File: config.mk
export PLATFORM = sky130hd
export DESIGN_NAME = if_stage
export DESIGN_NICKNAME = d
export VERILOG_FILES = /design/src/rtl/if_stage_pkg.sv /design/src/rtl/if_stage_if_id_reg.sv /design/src/rtl/if_stage.sv
export SDC_FILE = /design/constraint.sdc
export NUM_CORES = 1
export LEC_CHECK = 0
export CAP_MARGIN = 30
export CORE_UTILIZATION = 45
export DETAILED_ROUTE_END_ITERATION = 6
export HOLD_SLACK_MARGIN = 0.08
export MAX_ROUTING_LAYER = met4
export PLACE_DENSITY = 0.81
export SYNTH_ARGS = -nofsm -noshare
export SYNTH_HDL_FRONTEND = slang
export SYNTH_HIERARCHICAL = 1
export SYNTH_SLANG_ARGS = --single-unit
export TNS_END_PERCENT = 50
File: constraint.sdc
create_clock -name clk -period 3.7 [get_ports clk]
set_clock_uncertainty 0.15 [all_clocks]
set_input_delay 0.925 -clock clk [delete_from_list [all_inputs] [get_ports clk]]
set_output_delay 0.925 -clock clk [all_outputs]
set_load 0.05 [all_outputs]
File: src/rtl/if_stage_pkg.sv
// Shared constants, state encoding and IF/ID entry type for the fetch stage.
package if_stage_pkg;

  localparam logic ENABLE  = 1'b1;
  localparam logic DISABLE = 1'b0;

  localparam int INS_ADDR_WIDTH = 32;
  localparam int INS_DATA_WIDTH = 32;

  localparam logic [INS_DATA_WIDTH-1:0] ZERO_WORD       = 32'h0000_0000;
  localparam logic [INS_ADDR_WIDTH-1:0] START_INST_ADDR = 32'h0000_0000;
  localparam logic [INS_ADDR_WIDTH-1:0] INST_STEP       = 32'd4;

  // FETCH: a request is (or may be) outstanding; HOLD: one word parked in the skid buffer
  typedef enum logic {
    FETCH = 1'b0,
    HOLD  = 1'b1
  } fetch_state_e;

  // One IF/ID slot as seen by decode
  typedef struct packed {
    logic [INS_ADDR_WIDTH-1:0] pc;
    logic [INS_DATA_WIDTH-1:0] inst;
    logic                      valid;
  } if_id_t;

  // Sequential successor; wraps naturally at 32 bits
  function automatic logic [INS_ADDR_WIDTH-1:0] next_seq_pc(input logic [INS_ADDR_WIDTH-1:0] pc);
    return pc + INST_STEP;
  endfunction

endpackage

File: src/rtl/if_stage_if_id_reg.sv
// IF/ID pipeline register: freezes on decode stall, otherwise loads a fetched
// word or a bubble (nop, valid low, pc kept). Also carries the delay-slot flag.
module if_id_reg
  import if_stage_pkg::*;
(
  input  logic                      clk,
  input  logic                      rst,
  input  logic                      hold,
  input  logic                      load,
  input  logic [INS_ADDR_WIDTH-1:0] load_pc,
  input  logic [INS_DATA_WIDTH-1:0] load_inst,
  input  logic                      next_delayslotEn,
  output logic [INS_ADDR_WIDTH-1:0] pc_o,
  output logic [INS_DATA_WIDTH-1:0] inst_o,
  output logic                      valid_o,
  output logic                      delayslotEn
);

  if_id_t entry_reg;
  if_id_t entry_next;
  logic   ds_reg;

  // Select between hold, fresh word and bubble
  always_comb begin
    entry_next = entry_reg;
    if (!hold) begin
      if (load) begin
        entry_next = '{pc: load_pc, inst: load_inst, valid: ENABLE};
      end else begin
        entry_next = '{pc: entry_reg.pc, inst: ZERO_WORD, valid: DISABLE};
      end
    end
  end

  // Register the slot and the delay-slot flag; both freeze while decode stalls
  always_ff @(posedge clk) begin
    if (rst) begin
      entry_reg <= '0;
      ds_reg    <= DISABLE;
    end else begin
      entry_reg <= entry_next;
      if (!hold) begin
        ds_reg <= next_delayslotEn;
      end
    end
  end

  assign pc_o        = entry_reg.pc;
  assign inst_o      = entry_reg.inst;
  assign valid_o     = entry_reg.valid;
  assign delayslotEn = ds_reg;

endmodule

File: src/rtl/if_stage.sv
// Instruction-fetch stage: owns the PC, runs a single-outstanding-request
// handshake to instruction memory, parks one word when decode stalls, and
// applies decode's branch redirect after the delay slot has been fetched.
module if_stage
  import if_stage_pkg::*;
#(
  parameter logic [INS_ADDR_WIDTH-1:0] RESET_PC = START_INST_ADDR
) (
  input  logic                      clk,
  input  logic                      rst,
  input  logic                      stall_req,
  input  logic                      branchEN,
  input  logic [INS_ADDR_WIDTH-1:0] branchAddr,
  input  logic                      next_delayslotEn,
  output logic                      imem_req,
  output logic [INS_ADDR_WIDTH-1:0] imem_addr,
  input  logic                      imem_ready,
  input  logic [INS_DATA_WIDTH-1:0] imem_rdata,
  output logic [INS_ADDR_WIDTH-1:0] pc_o,
  output logic [INS_DATA_WIDTH-1:0] inst_o,
  output logic                      valid_o,
  output logic                      delayslotEn
);

  fetch_state_e              state_reg, state_next;
  logic [INS_ADDR_WIDTH-1:0] pc_reg, pc_next;
  logic [INS_DATA_WIDTH-1:0] hold_inst_reg, hold_inst_next;
  logic [INS_ADDR_WIDTH-1:0] hold_pc_reg, hold_pc_next;
  logic                      redir_pend_reg, redir_pend_next;
  logic [INS_ADDR_WIDTH-1:0] redir_addr_reg, redir_addr_next;

  logic                      accept;
  logic                      br;
  logic                      load_if_id;
  logic [INS_ADDR_WIDTH-1:0] load_pc;
  logic [INS_DATA_WIDTH-1:0] load_inst;

  // Decode takes a new slot whenever it is not stalled; a redirect only counts then
  assign accept = ~stall_req;
  assign br     = accept & branchEN;

  // Next-state, PC, skid and redirect logic
  always_comb begin
    state_next      = state_reg;
    pc_next         = pc_reg;
    hold_inst_next  = hold_inst_reg;
    hold_pc_next    = hold_pc_reg;
    redir_pend_next = redir_pend_reg;
    redir_addr_next = redir_addr_reg;
    imem_req        = DISABLE;
    load_if_id      = DISABLE;
    load_pc         = pc_reg;
    load_inst       = imem_rdata;

    case (state_reg)
      FETCH: begin
        imem_req = ~rst;
        if (imem_ready) begin
          load_if_id = ENABLE;
          // Decode is stalled: park the word instead of dropping it
          if (!accept) begin
            hold_inst_next = imem_rdata;
            hold_pc_next   = pc_reg;
            state_next     = HOLD;
          end
          // A branch in the same cycle as the delay-slot word goes straight to its target
          if (br) begin
            pc_next = branchAddr;
          end else if (redir_pend_reg) begin
            pc_next = redir_addr_reg;
          end else begin
            pc_next = next_seq_pc(pc_reg);
          end
          redir_pend_next = DISABLE;
        end else if (br) begin
          // The fetch still in flight is the delay slot; remember where to go afterwards
          redir_pend_next = ENABLE;
          redir_addr_next = branchAddr;
        end
      end

      HOLD: begin
        load_pc   = hold_pc_reg;
        load_inst = hold_inst_reg;
        if (accept) begin
          load_if_id = ENABLE;
          state_next = FETCH;
        end
        // The parked word is the delay slot and pc already moved past it
        if (br) begin
          pc_next = branchAddr;
        end
      end

      default: begin
        state_next = FETCH;
      end
    endcase
  end

  // State, PC, skid buffer and pending-redirect registers
  always_ff @(posedge clk) begin
    if (rst) begin
      state_reg      <= FETCH;
      pc_reg         <= RESET_PC;
      hold_inst_reg  <= ZERO_WORD;
      hold_pc_reg    <= ZERO_WORD;
      redir_pend_reg <= DISABLE;
      redir_addr_reg <= ZERO_WORD;
    end else begin
      state_reg      <= state_next;
      pc_reg         <= pc_next;
      hold_inst_reg  <= hold_inst_next;
      hold_pc_reg    <= hold_pc_next;
      redir_pend_reg <= redir_pend_next;
      redir_addr_reg <= redir_addr_next;
    end
  end

  assign imem_addr = pc_reg;

  if_id_reg u_if_id_reg (
    .clk              (clk),
    .rst              (rst),
    .hold             (stall_req),
    .load             (load_if_id),
    .load_pc          (load_pc),
    .load_inst        (load_inst),
    .next_delayslotEn (next_delayslotEn),
    .pc_o             (pc_o),
    .inst_o           (inst_o),
    .valid_o          (valid_o),
    .delayslotEn      (delayslotEn)
  );

endmodule

# --- Yosys cells after proc, flatten, opt, wreduce, memory -nomap -nowiden ---
# Index checks and enable logic that the tools add are counted.
classes:
  add_sub_neg: 1
  n_eq_ne: 2
  n_reduce_logical: 6
  bitwise: 5
  muxes: 17
ops:
  columns: ["cell", "n"]
  rows:
  - ["$mux 32", 6]
  - ["$pmux 32 s2", 1]
  - ["$mux 33", 1]
  - ["$add 32x3->32 const B", 1]
  - ["$mux 1", 7]
  - ["$reduce_and 2->1", 3]
  - ["$reduce_and 3->1", 2]
  - ["$not 1->1", 4]
  - ["$pmux 1 s2", 2]
  - ["$ne 2x1->1 const B", 1]
  - ["$ne 2x2->1 const B", 1]
  - ["$reduce_bool 2->1", 1]
  - ["$and 1x1->1", 1]
totals:
  word_cells: 41
  register_bits: 196

# --- Depth between registers and ports, before layout ---
logic_depth:
  depth_word: 5
  ltp_mapped: 7
  depth_no_buf: 6

# --- By module ---
# Netlist, hierarchy kept.
by_module_without_submodules:
  columns: ["module", "cells_per_inst", "area_per_inst_um2", "seq_area_each_um2", "instances"]
  rows:
  - ["if_stage", 840, 6575.1, 2602.5, 1]
  - ["if_id_reg", 295, 2821.5, 1321.3, 1]

# --- Worst setup path before layout ---
# Ideal clock, no wire load.
synth_timing:
  path_kind: "input to output"
  start: "in rst"
  end: "out imem_req"
  t_arrival_ps: 1975
  slack_ps: 650
  cell_stages: 3
  n_path_buf: 2
  required_ps: 2625
  cell_sequence: "clkbuf_1 clkbuf_1 nor2_1"
synth_via:
  elab_chain_len: 2
synth_lines:
  columns: ["item", "line_no", "rtl"]
  rows:
  - ["start: declaration", "if_stage.sv:10", "input logic rst,"]
  - ["$not 1->1", "if_stage.sv:57", "imem_req = ~rst;"]
  - ["$mux 1", "if_stage.sv:55", "case (state_reg)"]
  - ["end: declaration", "if_stage.sv:15", "output logic imem_req,"]
# No other way between the ends.

# --- Final worst setup path ---
# Same ends and word-level chain as after synthesis.

==> flow_summary.toml <==
[status]
status = "finished, final reports clean"

[sta]
post-route-period-util_pct = 84.5
setup_violations = 0
setup_slack_ps = 573
slew_headroom_pct = 30.5
hold_viol = 0
worstMarginPinSlew_ps = 1040
rsz0062_at_grt = "no"
period_needed_ps = 3130
fin_tns_setup_ps = 0
fmax_ghz = 0.320
drv_slew = 0

[clocking]
tritoncts = "yes"
clock_path_buffers = 2
cts.sink_count = 196
post_cts_resized = 0
h-tree-depth = 4
cts_buffers = 17
postCtsSetupBuffers = 0
clock_latency_ps = 440
ctsHoldBuffers = 0
root_buffer = "clkbuf_16"
clkTransAtPathRegs_ps = 70

[grt]
grt_max_degree = 113
grt_pass1_wl_um = 42300
grtUsageTotal_pct = 25.3
grt_pass1_vias = 8071
grt-ovfl-total = 0
antenna_found_initial = 1

[synthesis]
netlist_top_cells_count = "259 x nand2_1, 196 x dfxtp_1, 166 x a21oi_1"
syn_inst = 1135
yosys_most_used_dff = "dfxtp_1"
synth_nets = 1206
async_flop_share_pct = 0
synth_edf_count = 0
ys_types = 62
synth.area.top_cells = "dfxtp_1 42%, nand2_1 10%, a21oi_1 8.8%"
avgSynthCellArea_um2 = 8.28
yosys_register_bits = 196
synth_area_um2 = 9400
synth_most_common_cell = "nand2_1"
ys_seq_area_share_pct = 41.8
synth_area_leader_cell = "dfxtp_1"
synth_warnings = 6
synthDominantCellAreaShare_pct = 41.8

[worst_setup_path]
end_kind = "output port"
critPathRequiredTime_ps = 2620
crit_chain = "buf_6, nor2_1, clkdlybuf4s50_1"
critPathMaxFanout = 37
start_kind = "input port"
cp.arrival_ps = 2050
cpMaxStageDelayCell = "clkdlybuf4s50_1"
rr_worst_depth = 6
path_class = "in2out"
cp_slowest_stage_delay_ps = 810

[floorplanning]
rows = 52
design.core.area_um2 = 20400
start_util_pct = 46.1
die_x_um = 147
die-area_um2 = 21500
boundaryPins = 169
dieHeight_um = 147

[placed_design]
port_buffers = 168
gp_congestion = 0.868
dp.cells = 1495
dp_hpwl_um = 17300
place_area_um2 = 11100
pre_cts_slack_ps = 524

[drt]
wl_per_cell_um = 17.2
detail-route-antenna-nets = 0
wl_um = 26300
post_drt_via_cell_ratio = 5.57
vias = 8514
post-route-drc-count = 0
drtPass1Iterations = 5
drt_iter0_drc = 689

[final_layout]
final_layout_size_suffix_gt1_share_pct = 11.4
fin_area_um2 = 11700
final_cells = 1528
final_core_util_pct = 57.5
fill_cells = 1805
layout.nets = 1315
syn_to_final_growth_pct = 24.5

[worst_hold_path]
hold_depth = 2
min_path_type = "reg2reg"

[run]
cap_violations = 0

[power_and_ir_drop]
leakagePower_nw = 3.97
ir_drop_mv = 0.307
power_density_nw_per_um2 = 428
-- metrics by stage --
stage               hold WS [ps]  power (mW)
floorplan                    281        2.90
global placement             288        3.19
detailed placement           292        3.21
CTS                          302        5.03
global route                 316        5.20
finish                       304        5.01
-- per-layer routing --
layer,up-vias,global-route usage [%],wire [µm]
met2,308,37.2,11800
met1,4002,34.1,12000
li1,4152,-,-
met3,52,4.09,1650
met5,-,-,0
met4,0,10.7,862
-- logic make-up after synthesis --
logic type	Yosys count	synth area share (%)
XOR/XNOR	16	1.49
buffers and inverters	121	6.43
flip-flops	196	41.8
multiplexers	64	7.60
adder cells (fa/ha/maj)	1	0.133
AND/OR/NAND/NOR	454	25.3
AO/OA/AOI/OAI	283	17.3
-- worst max-delay path, delay by kind of cell --
family | cells | cell delay [ps]
and+or+nand+nor | 1 | 120
buffers and inverters | 2 | 980
-- cell usage in the layout (no fill, tap or decap), drive strengths merged, types with 15 or more instances in the layout --
master | netlist | routed
clkdlybuf4s50 | 0 | 166
nand2b | 37 | 37
a211oi | 17 | 17
buf | 52 | 26
inv | 19 | 25
nand3 | 15 | 15
o21ai | 57 | 57
nand2 | 259 | 259
nand3b | 33 | 33
clkbuf | 50 | 18
mux2 | 59 | 59
a21oi | 166 | 166
nor2 | 28 | 28
dfxtp | 196 | 196
nand4bb | 32 | 32
-- worst paths after layout --
check / start / slack, ps / endpoint
worst max-delay path: rst / 570 / imem_req
worst min-delay path: redir_addr_reg[0] / 300 / redir_addr_reg[0]
worst max register to register: imem_addr[2] / 1120 / imem_addr[26]
worst min register to register: redir_addr_reg[0] / 300 / redir_addr_reg[0]
-- layout make-up --
| class | instances | area (µm²) | share of cell area (%) |
|---|---|---|---|
| Clock buffer | 18 | 429 | 3.67 |
| Antenna cell | 1 | 2.50 | 0.0214 |
| Multi-Input combinational cell | 818 | 4890 | 41.8 |
| Inverter | 19 | 71.3 | 0.609 |
| Clock inverter | 14 | 145 | 1.24 |
| Timing Repair Buffer | 192 | 1900 | 16.2 |
| Sequential cell | 196 | 3930 | 33.5 |
| Tap cell | 270 | 338 | 2.89 |
-- report_power, final --
| group | internal (mW) | total (mW) | switching (mW) |
|---|---|---|---|
| Clock | 0.952 | 1.84 | 0.884 |
| Sequential | 2.20 | 2.30 | 0.107 |
| Combinational | 0.346 | 0.867 | 0.522 |
Power figures use the tool's default switching activity.
